===== src/rtl/secret_accum_sched.sv =====
// Round-robin scheduler for one shared reset-less accumulator: snapshots its base, runs one job, returns delta or bypass value.
// Latency grant->rsp: count+1 edges (accumulate), 1 edge (bypass); no rsp backpressure, requests wait in req_valid until granted.
module secret_accum_sched #(
    parameter int NREQ         = 4,
    parameter int CNT_W        = 8,
    parameter int SECRET_VALUE = 7,
    localparam int ID_W        = $clog2(NREQ)
) (
    input  logic                  clk,
    input  logic                  rst_n,
    input  logic [NREQ-1:0]       req_valid,
    output logic [NREQ-1:0]       req_ready,
    input  logic [NREQ-1:0]       req_mode,
    input  logic [NREQ*32-1:0]    req_operand,
    input  logic [NREQ*CNT_W-1:0] req_count,
    output logic                  rsp_valid,
    output logic [ID_W-1:0]       rsp_id,
    output logic [31:0]           rsp_data,
    output logic                  busy,
    output logic [31:0]           accum_in,
    output logic                  accum_bypass,
    input  logic [31:0]           accum_out,
    input  logic [31:0]           accum_bypass_out
);

    typedef enum logic [1:0] {
        S_IDLE  = 2'd0,
        S_RUN   = 2'd1,
        S_DRAIN = 2'd2,
        S_BYP   = 2'd3
    } state_t;

    localparam logic [31:0] SECRET_W = 32'(SECRET_VALUE);
    localparam logic [ID_W:0] NREQ_W = (ID_W+1)'(NREQ);
    localparam logic [ID_W-1:0] LAST_ID = ID_W'(NREQ - 1);

    state_t            state_q, state_d;
    logic [ID_W-1:0]   rr_q, rr_d;
    logic [31:0]       op_q, op_d;
    logic [CNT_W-1:0]  cnt_q, cnt_d;
    logic [ID_W-1:0]   id_q, id_d;
    logic [31:0]       base_q, base_d;
    logic [NREQ-1:0]   req_ready_q, req_ready_d;
    logic              rsp_valid_q, rsp_valid_d;
    logic [ID_W-1:0]   rsp_id_q, rsp_id_d;
    logic [31:0]       rsp_data_q, rsp_data_d;

    logic [2*NREQ-1:0] arb_dbl;
    logic [NREQ-1:0]   arb_rot;
    logic              arb_found;
    logic [ID_W-1:0]   arb_off;
    logic [ID_W:0]     arb_sum;
    logic [ID_W-1:0]   arb_win;
    logic [31:0]       win_op;
    logic [CNT_W-1:0]  win_cnt;

    // Rotate the request vector so the rr pointer sits at bit 0; the lowest set bit is the winner.
    always_comb begin
        arb_dbl   = {req_valid, req_valid};
        arb_rot   = NREQ'(arb_dbl >> rr_q);
        arb_found = |arb_rot;
        arb_off   = '0;
        for (int k = NREQ - 1; k >= 0; k--) begin
            if (arb_rot[k]) begin
                arb_off = ID_W'(k);
            end
        end
        arb_sum = {1'b0, rr_q} + {1'b0, arb_off};
        if (arb_sum >= NREQ_W) begin
            arb_sum = arb_sum - NREQ_W;
        end
        arb_win = arb_sum[ID_W-1:0];
        win_op  = req_operand[32*arb_win +: 32];
        win_cnt = req_count[CNT_W*arb_win +: CNT_W];
    end

    always_comb begin
        state_d      = state_q;
        rr_d         = rr_q;
        op_d         = op_q;
        cnt_d        = cnt_q;
        id_d         = id_q;
        base_d       = base_q;
        req_ready_d  = '0;
        rsp_valid_d  = 1'b0;
        rsp_id_d     = rsp_id_q;
        rsp_data_d   = rsp_data_q;
        accum_in     = '0;
        accum_bypass = 1'b0;

        case (state_q)
            S_IDLE: begin
                if (arb_found) begin
                    req_ready_d = NREQ'(1) << arb_win;
                    op_d        = win_op;
                    cnt_d       = win_cnt;
                    id_d        = arb_win;
                    base_d      = accum_out;
                    rr_d        = (arb_win == LAST_ID) ? '0 : arb_win + 1'b1;
                    if (req_mode[arb_win]) begin
                        state_d = S_BYP;
                    end else if (win_cnt == '0) begin
                        state_d = S_DRAIN;
                    end else begin
                        state_d = S_RUN;
                    end
                end
            end
            S_RUN: begin
                accum_in = op_q;
                if (cnt_q == CNT_W'(1)) begin
                    state_d = S_DRAIN;
                end
                cnt_d = cnt_q - 1'b1;
            end
            S_DRAIN: begin
                // The grant edge itself added SECRET_VALUE on top of the snapshot, so remove it.
                rsp_valid_d = 1'b1;
                rsp_data_d  = accum_out - base_q - SECRET_W;
                rsp_id_d    = id_q;
                state_d     = S_IDLE;
            end
            S_BYP: begin
                accum_in     = op_q;
                accum_bypass = 1'b1;
                rsp_valid_d  = 1'b1;
                rsp_data_d   = accum_bypass_out;
                rsp_id_d     = id_q;
                state_d      = S_IDLE;
            end
            default: begin
                state_d = S_IDLE;
            end
        endcase
    end

    always_ff @(posedge clk or negedge rst_n) begin
        if (!rst_n) begin
            state_q     <= S_IDLE;
            rr_q        <= '0;
            op_q        <= '0;
            cnt_q       <= '0;
            id_q        <= '0;
            base_q      <= '0;
            req_ready_q <= '0;
            rsp_valid_q <= 1'b0;
            rsp_id_q    <= '0;
            rsp_data_q  <= '0;
        end else begin
            state_q     <= state_d;
            rr_q        <= rr_d;
            op_q        <= op_d;
            cnt_q       <= cnt_d;
            id_q        <= id_d;
            base_q      <= base_d;
            req_ready_q <= req_ready_d;
            rsp_valid_q <= rsp_valid_d;
            rsp_id_q    <= rsp_id_d;
            rsp_data_q  <= rsp_data_d;
        end
    end

    assign req_ready = req_ready_q;
    assign rsp_valid = rsp_valid_q;
    assign rsp_id    = rsp_id_q;
    assign rsp_data  = rsp_data_q;
    assign busy      = (state_q != S_IDLE);

    a_ready_onehot: assert property (@(posedge clk) disable iff (!rst_n) $onehot0(req_ready));
    a_rsp_pulse:    assert property (@(posedge clk) disable iff (!rst_n) rsp_valid |=> !rsp_valid);

endmodule


===== config.mk =====
export PLATFORM = sky130hd
export DESIGN_NAME = secret_accum_sched
export DESIGN_NICKNAME = d
export VERILOG_FILES = /design/src/rtl/secret_accum_sched.sv
export SDC_FILE = /design/constraint.sdc
export NUM_CORES = 1
export LEC_CHECK = 0
export ABC_AREA = 1
export CAP_MARGIN = 20
export CELL_PAD_IN_SITES_DETAIL_PLACEMENT = 1
export CELL_PAD_IN_SITES_GLOBAL_PLACEMENT = 1
export CORE_ASPECT_RATIO = 1.2
export CORE_MARGIN = 8
export CORE_UTILIZATION = 45
export CTS_CLUSTER_SIZE = 14
export DETAILED_ROUTE_END_ITERATION = 8
export DONT_BUFFER_PORTS = 1
export GPL_TIMING_DRIVEN = 0
export HOLD_SLACK_MARGIN = 0.02
export PLACE_DENSITY = 0.9
export SLEW_MARGIN = 30
export SYNTH_ARGS = -nofsm -noshare
export SYNTH_HDL_FRONTEND = slang
export SYNTH_SLANG_ARGS = --single-unit

===== constraint.sdc =====
create_clock -name clk -period 5.1 [get_ports clk]
set_clock_uncertainty 0.15 [all_clocks]
set_input_delay 0.51 -clock clk [delete_from_list [all_inputs] [get_ports clk]]
set_output_delay 0.51 -clock clk [all_outputs]
set_load 0.05 [all_outputs]

# [After elaboration in Yosys (flattened, before gate mapping)]
# Index checks and enable logic that the tools add are counted.
[word_totals] ff_bits=117 latchBits=0 ramBits=0 mem_count=0 rom_bits=0 inputBits=234 out_inout_bits=73 elab_cells=61
[classes] n_addsub=6 n_lt_le_gt_ge=2 n_mul=0 n_mux=21 n_eq_ne=7 shifts=4 n_reduce_logical=11 div_mod_pow=0 bitwise_logic=0
[ops] cell="$shiftx A128 B8 Y32" n=1
[ops] cell="$pmux W32 S2" n=1
[ops] cell="$mux W32" n=1
[ops] cell="$shiftx A32 B6 Y8" n=1
[ops] cell="$sub A32 B3 Y32 const B" n=1
[ops] cell="$sub A32 B32 Y32" n=1
[ops] cell="$mux W2" n=10
[ops] cell="$pmux W8 S2" n=1
[ops] cell="$eq A8 B1 Y1 const B" n=1
[ops] cell="$logic_not A8 Y1" n=1
[ops] cell="$mux W4" n=2
[ops] cell="$mux W8" n=1
[ops] cell="$shr A8 B2 Y4" n=1
[ops] cell="$sub A8 B1 Y8 const B" n=1
[ops] cell="$eq A2 B2 Y1 const B" n=3
[ops] cell="$pmux W2 S3" n=1
[ops] cell="$reduce_and A2 Y1" n=3
[ops] cell="$reduce_bool A2 Y1" n=3
[ops] cell="$ne A2 B2 Y1 const B" n=2
[ops] cell="$reduce_or A2 Y1" n=2
[ops] cell="$reduce_or A4 Y1" n=1
[ops] cell="$shl A1 B2 Y4 const A" n=1
[ops] cell="$add A2 B2 Y3" n=1
[ops] cell="$ge A3 B3 Y1 const B" n=1
[ops] cell="other kinds (7)" n=9

# [Depth between registers and ports, before layout]
[depth] depth_word=14 mapped_depth=19

# [Worst setup path after synthesis]
# OpenSTA, ideal clock, no wires.
[synth_path] path_kind="input port to flip-flop" start="input port accum_out[1]" end="register rsp_data_q[27], in the netlist rsp_data[27]" setup_slack_ps=2244 required_time_ps=4832 arrival_time_ps=2588 stages=16 setup_time_ps=118 path_cell_list="inv_1 > ha_1 > inv_1 > ha_1 > inv_1 > fa_1 > inv_1 > nand2_1 > o21ai_1 > a21boi_0 > o21bai_1 > nand3_1 > nand4_1 > nand3_1 > nand2_1 > nand2_1"
[synth_via] elab_chain_cells=3
[synth_lines] item="from (decl)" line="22" rtl="input logic [31:0] accum_out,"
[synth_lines] item="$sub A32 B32 Y32" line="119" rtl="rsp_data_d = accum_out - base_q - SECRET_W;"
[synth_lines] item="$sub A32 B3 Y32" line="119"
[synth_lines] item="$pmux W32 S2" line="91" rtl="case (state_q)"
[synth_lines] item="to (signal assigned)" line="159" rtl="rsp_data_q <= rsp_data_d;"
[synth_lines] item="to (decl)" line="46" rtl="logic [31:0] rsp_data_q, rsp_data_d;"
# Every way passes these cells.
# A chain may end at the register's enable or synchronous reset.

# [Final worst setup path]
[layout_path] start="register base_q[1]" end="register rsp_data_q[31], in the netlist rsp_data[31]"
[layout_via] elab_chain_cells=3
[layout_lines] item="from (decl)" line="42" rtl="logic [31:0] base_q, base_d;"
[layout_lines] item="from (signal assigned)" line="155" rtl="base_q <= base_d;"
[layout_lines] item="$sub A32 B32 Y32" line="119"
[layout_lines] item="$sub A32 B3 Y32" line="119"
[layout_lines] item="$pmux W32 S2" line="91"
# Every way passes these cells.

==> results.md <==
- Drt total wl: 34800 um
- Required time of the critical path: 5.26 ns
- I/O pin count: 307
- Final hold vios: 0
- Post-layout min period: 3.48 ns
- WP data arrival: 3.64 ns
- DIE WIDTH: 144 um
- DRC: 0
- Worst Setup Slack, final: 1.62 ns
- Initial Utilization: 0.457
- GRT Total Usage: 0.288
- Yosys warnings: 0
- TritonRoute pass-1 iters: 5
- Initial drt markers: 434
- Final ANT Viol Nets: 0
- Clock sinks: 117
- Post-synth ARST share: 1.00
- Layout cells sized above 1: 0.0549
- Root Driver: clkbuf_16
- Drt wl/cell: 22.2 um
- Yosys reg bits: 117
- Cell accounting for the most synthesized area: dfrtp_1
- Yosys top cell area share: 0.329
- CTS clk-pin slew, worst paths: 0.06 ns
- Via Count: 9044
- CTS tree: yes
- Mapped Nets: 1580
- Final HPWL DP: 28100 um
- Vias per inst: 5.75
- Syn Inst Count: 1277
- Global placer's final weighted congestion: 0.939
- CP Class: reg2reg
- Worst Path Max Fanout: 5
- Synth cell types: 41
- Most common cell after layout, fill and taps aside: nand2_1
- Initial antenna violation count: 2
- EDFF count, synth: 0
- Hold Path Class: in2reg
- NumNets Final: 1601
- Area grow syn2layout: 10.9%
- Synthesized area: 8900 sq um
- Post-cts resize count: 0
- Relative slew slack: 0.443
- Port bufs: 0
- Least-Margin Pin Slew: 0.835 ns
- CP max stage delay: 0.42 ns
- Final setup vio count: 0
- Most frequent cells in the layout: nand2_1, inv_1, dfrtp_1
- Outcome: finished, final reports clean
- Pre-CTS WS: 1.56 ns
- Setup TNS: 0 ns
- Final Max Slew Viols: 0
- Num CTS Buffers: 17
- Die footprint: 24600 sq um
- Htree depth: 4
- Core area: 19500 sq um
- RSZ-0062 raised after global routing: no
- Gr ovfl total: 0
- Synth area leaders: dfrtp_1, nand2_1, ha_1
- Share of the yosys chip area belonging to registers: 0.329
- Avg Inst Size Synth: 6.97 sq um
- # rows: 56
- Critical Path, Cell by Cell: ha_1, inv_1, ha_1, inv_1, fa_1, inv_1, nand2_1, o21ai_1, a21boi_0, o21ai_1, nand3_1, nand3b_1, nand3_1, nand2_1, nand2_1
- Startpoint types: register
- CP Capture Type: register
- Vias in the first global route: 10100
- Main flop type after synthesis: dfrtp_1
- Clock Tree Buf Depth: 2
- Largest net degree at the start of global routing: 118
- Die height: 170 um
- Max Clock Freq: 288 MHz
- # diodes: 0
- MaxCap Viol Count: 0
- Clock latency on the worst-skew pair: 0.43 ns
- Crit share post-route: 0.682
- Crit-path slowest cell: o21ai_1
- First-pass GRT wire length: 54500 um
==> sequential cells by signal (all words and copies together), names as in the netlist <==
| signal | cells |
|---|---|
| rr_q | 2 |
| id_q | 2 |
| rsp_id | 2 |
| op_q | 32 |
| req_ready | 4 |
| rsp_data | 32 |
| cnt_q | 8 |
| state_q | 2 |
| base_q | 32 |
| rsp_valid | 1 |
==> path summary, 6_finish.rpt <==
kind                               start           end  slack, ns  depth (start not counted)
setup / recovery               base_q[1]  rsp_data[31]       1.62                         15
hold / removal             accum_out[31]    base_q[31]       0.06                          2
setup reg to reg               base_q[1]  rsp_data[31]       1.62                         15
hold reg to reg               base_q[21]    base_q[21]       0.35                          2
max in group asynchronous          rst_n    base_q[15]       3.70                          2
min in group asynchronous          rst_n    base_q[13]       0.51                          2
==> cells by family (layout without fill, tap and decap cells) <==
kind of cell / after synthesis / after routing / share of synthesized area
fa+ha+maj: 69 / 69 / 0.0978
xor+xnor: 19 / 19 / 0.0187
mux: 16 / 16 / 0.0180
compound gates: 240 / 240 / 0.162
simple gates: 588 / 588 / 0.272
flops: 117 / 117 / 0.329
buf+inv: 228 / 262 / 0.103
==> synth_stat cells (2+ instances only) <==
master / n
buf_2: 12
clkbuf_1: 35
nand2_4: 2
dfrtp_1: 117
a21oi_1: 54
or2_2: 2
ha_1: 68
xor2_1: 10
xnor2_1: 9
nand2_1: 383
nand2_2: 4
o221ai_1: 7
o21a_1: 4
inv_2: 6
a21o_1: 4
a21boi_0: 2
nor3_1: 10
a22o_1: 32
o21bai_1: 3
a31oi_1: 32
nand3_1: 78
buf_4: 4
mux2i_1: 16
o21ai_1: 2
nor2_1: 88
nand4_1: 15
o211ai_1: 7
inv_1: 165
o21ai_0: 91
buf_6: 4
==> per-stage QoR <==
stage / instance area [sq um] / util / cells / hold WS (ns)
detailed placement: 9230 / 0.474 / 1538 / 0.0691
finish: 9880 / 0.507 / 1572 / 0.0601
global placement: 9230 / 0.474 / 1538 / 0.0706
global route: 9880 / 0.507 / 1572 / 0.0606
CTS: 9880 / 0.507 / 1572 / 0.0533
floorplan: 8900 / - / 1277 / 0.0644
==> critical path: cells and delay by family (launching register included) <==
kind,cells,cell delay (ns)
buf+inv,3,0.23
fa+ha+maj,3,0.80
compound gates,3,1.09
simple gates,6,0.71
flops,1,0.38
==> area by class of cell <==
| type | count | area, sq um |
|---|---|---|
| fill | 2613 | 9600 |
| multi-input combinational | 932 | 5060 |
| sequential | 117 | 2930 |
| inverter | 173 | 652 |
| clock buffer | 22 | 484 |
| tap | 261 | 327 |
| buffer | 55 | 268 |
| clock inverter | 10 | 121 |
| timing repair buffer | 2 | 37.5 |
==> what timing repair did <==
| action | CTS | global route |
|---|---|---|
| endpoints found under the hold margin | 117 | 0 |
| hold buffers | 2 | 0 |
| buffers inserted | 0 | 0 |
==> layer usage <==
metal | up-vias | GRT usage | share of wire
met4 | 4 | 0.133 | 0.039
met2 | 308 | 0.531 | 0.53
met1 | 4438 | 0.300 | 0.37
li1 | 4211 | - | -
met3 | 83 | 0.0681 | 0.057
met5 | - | 0 | 0.00078
Power is not shown: default switching activity piles up to over one toggle a cycle in this logic, so the estimate is an artifact.
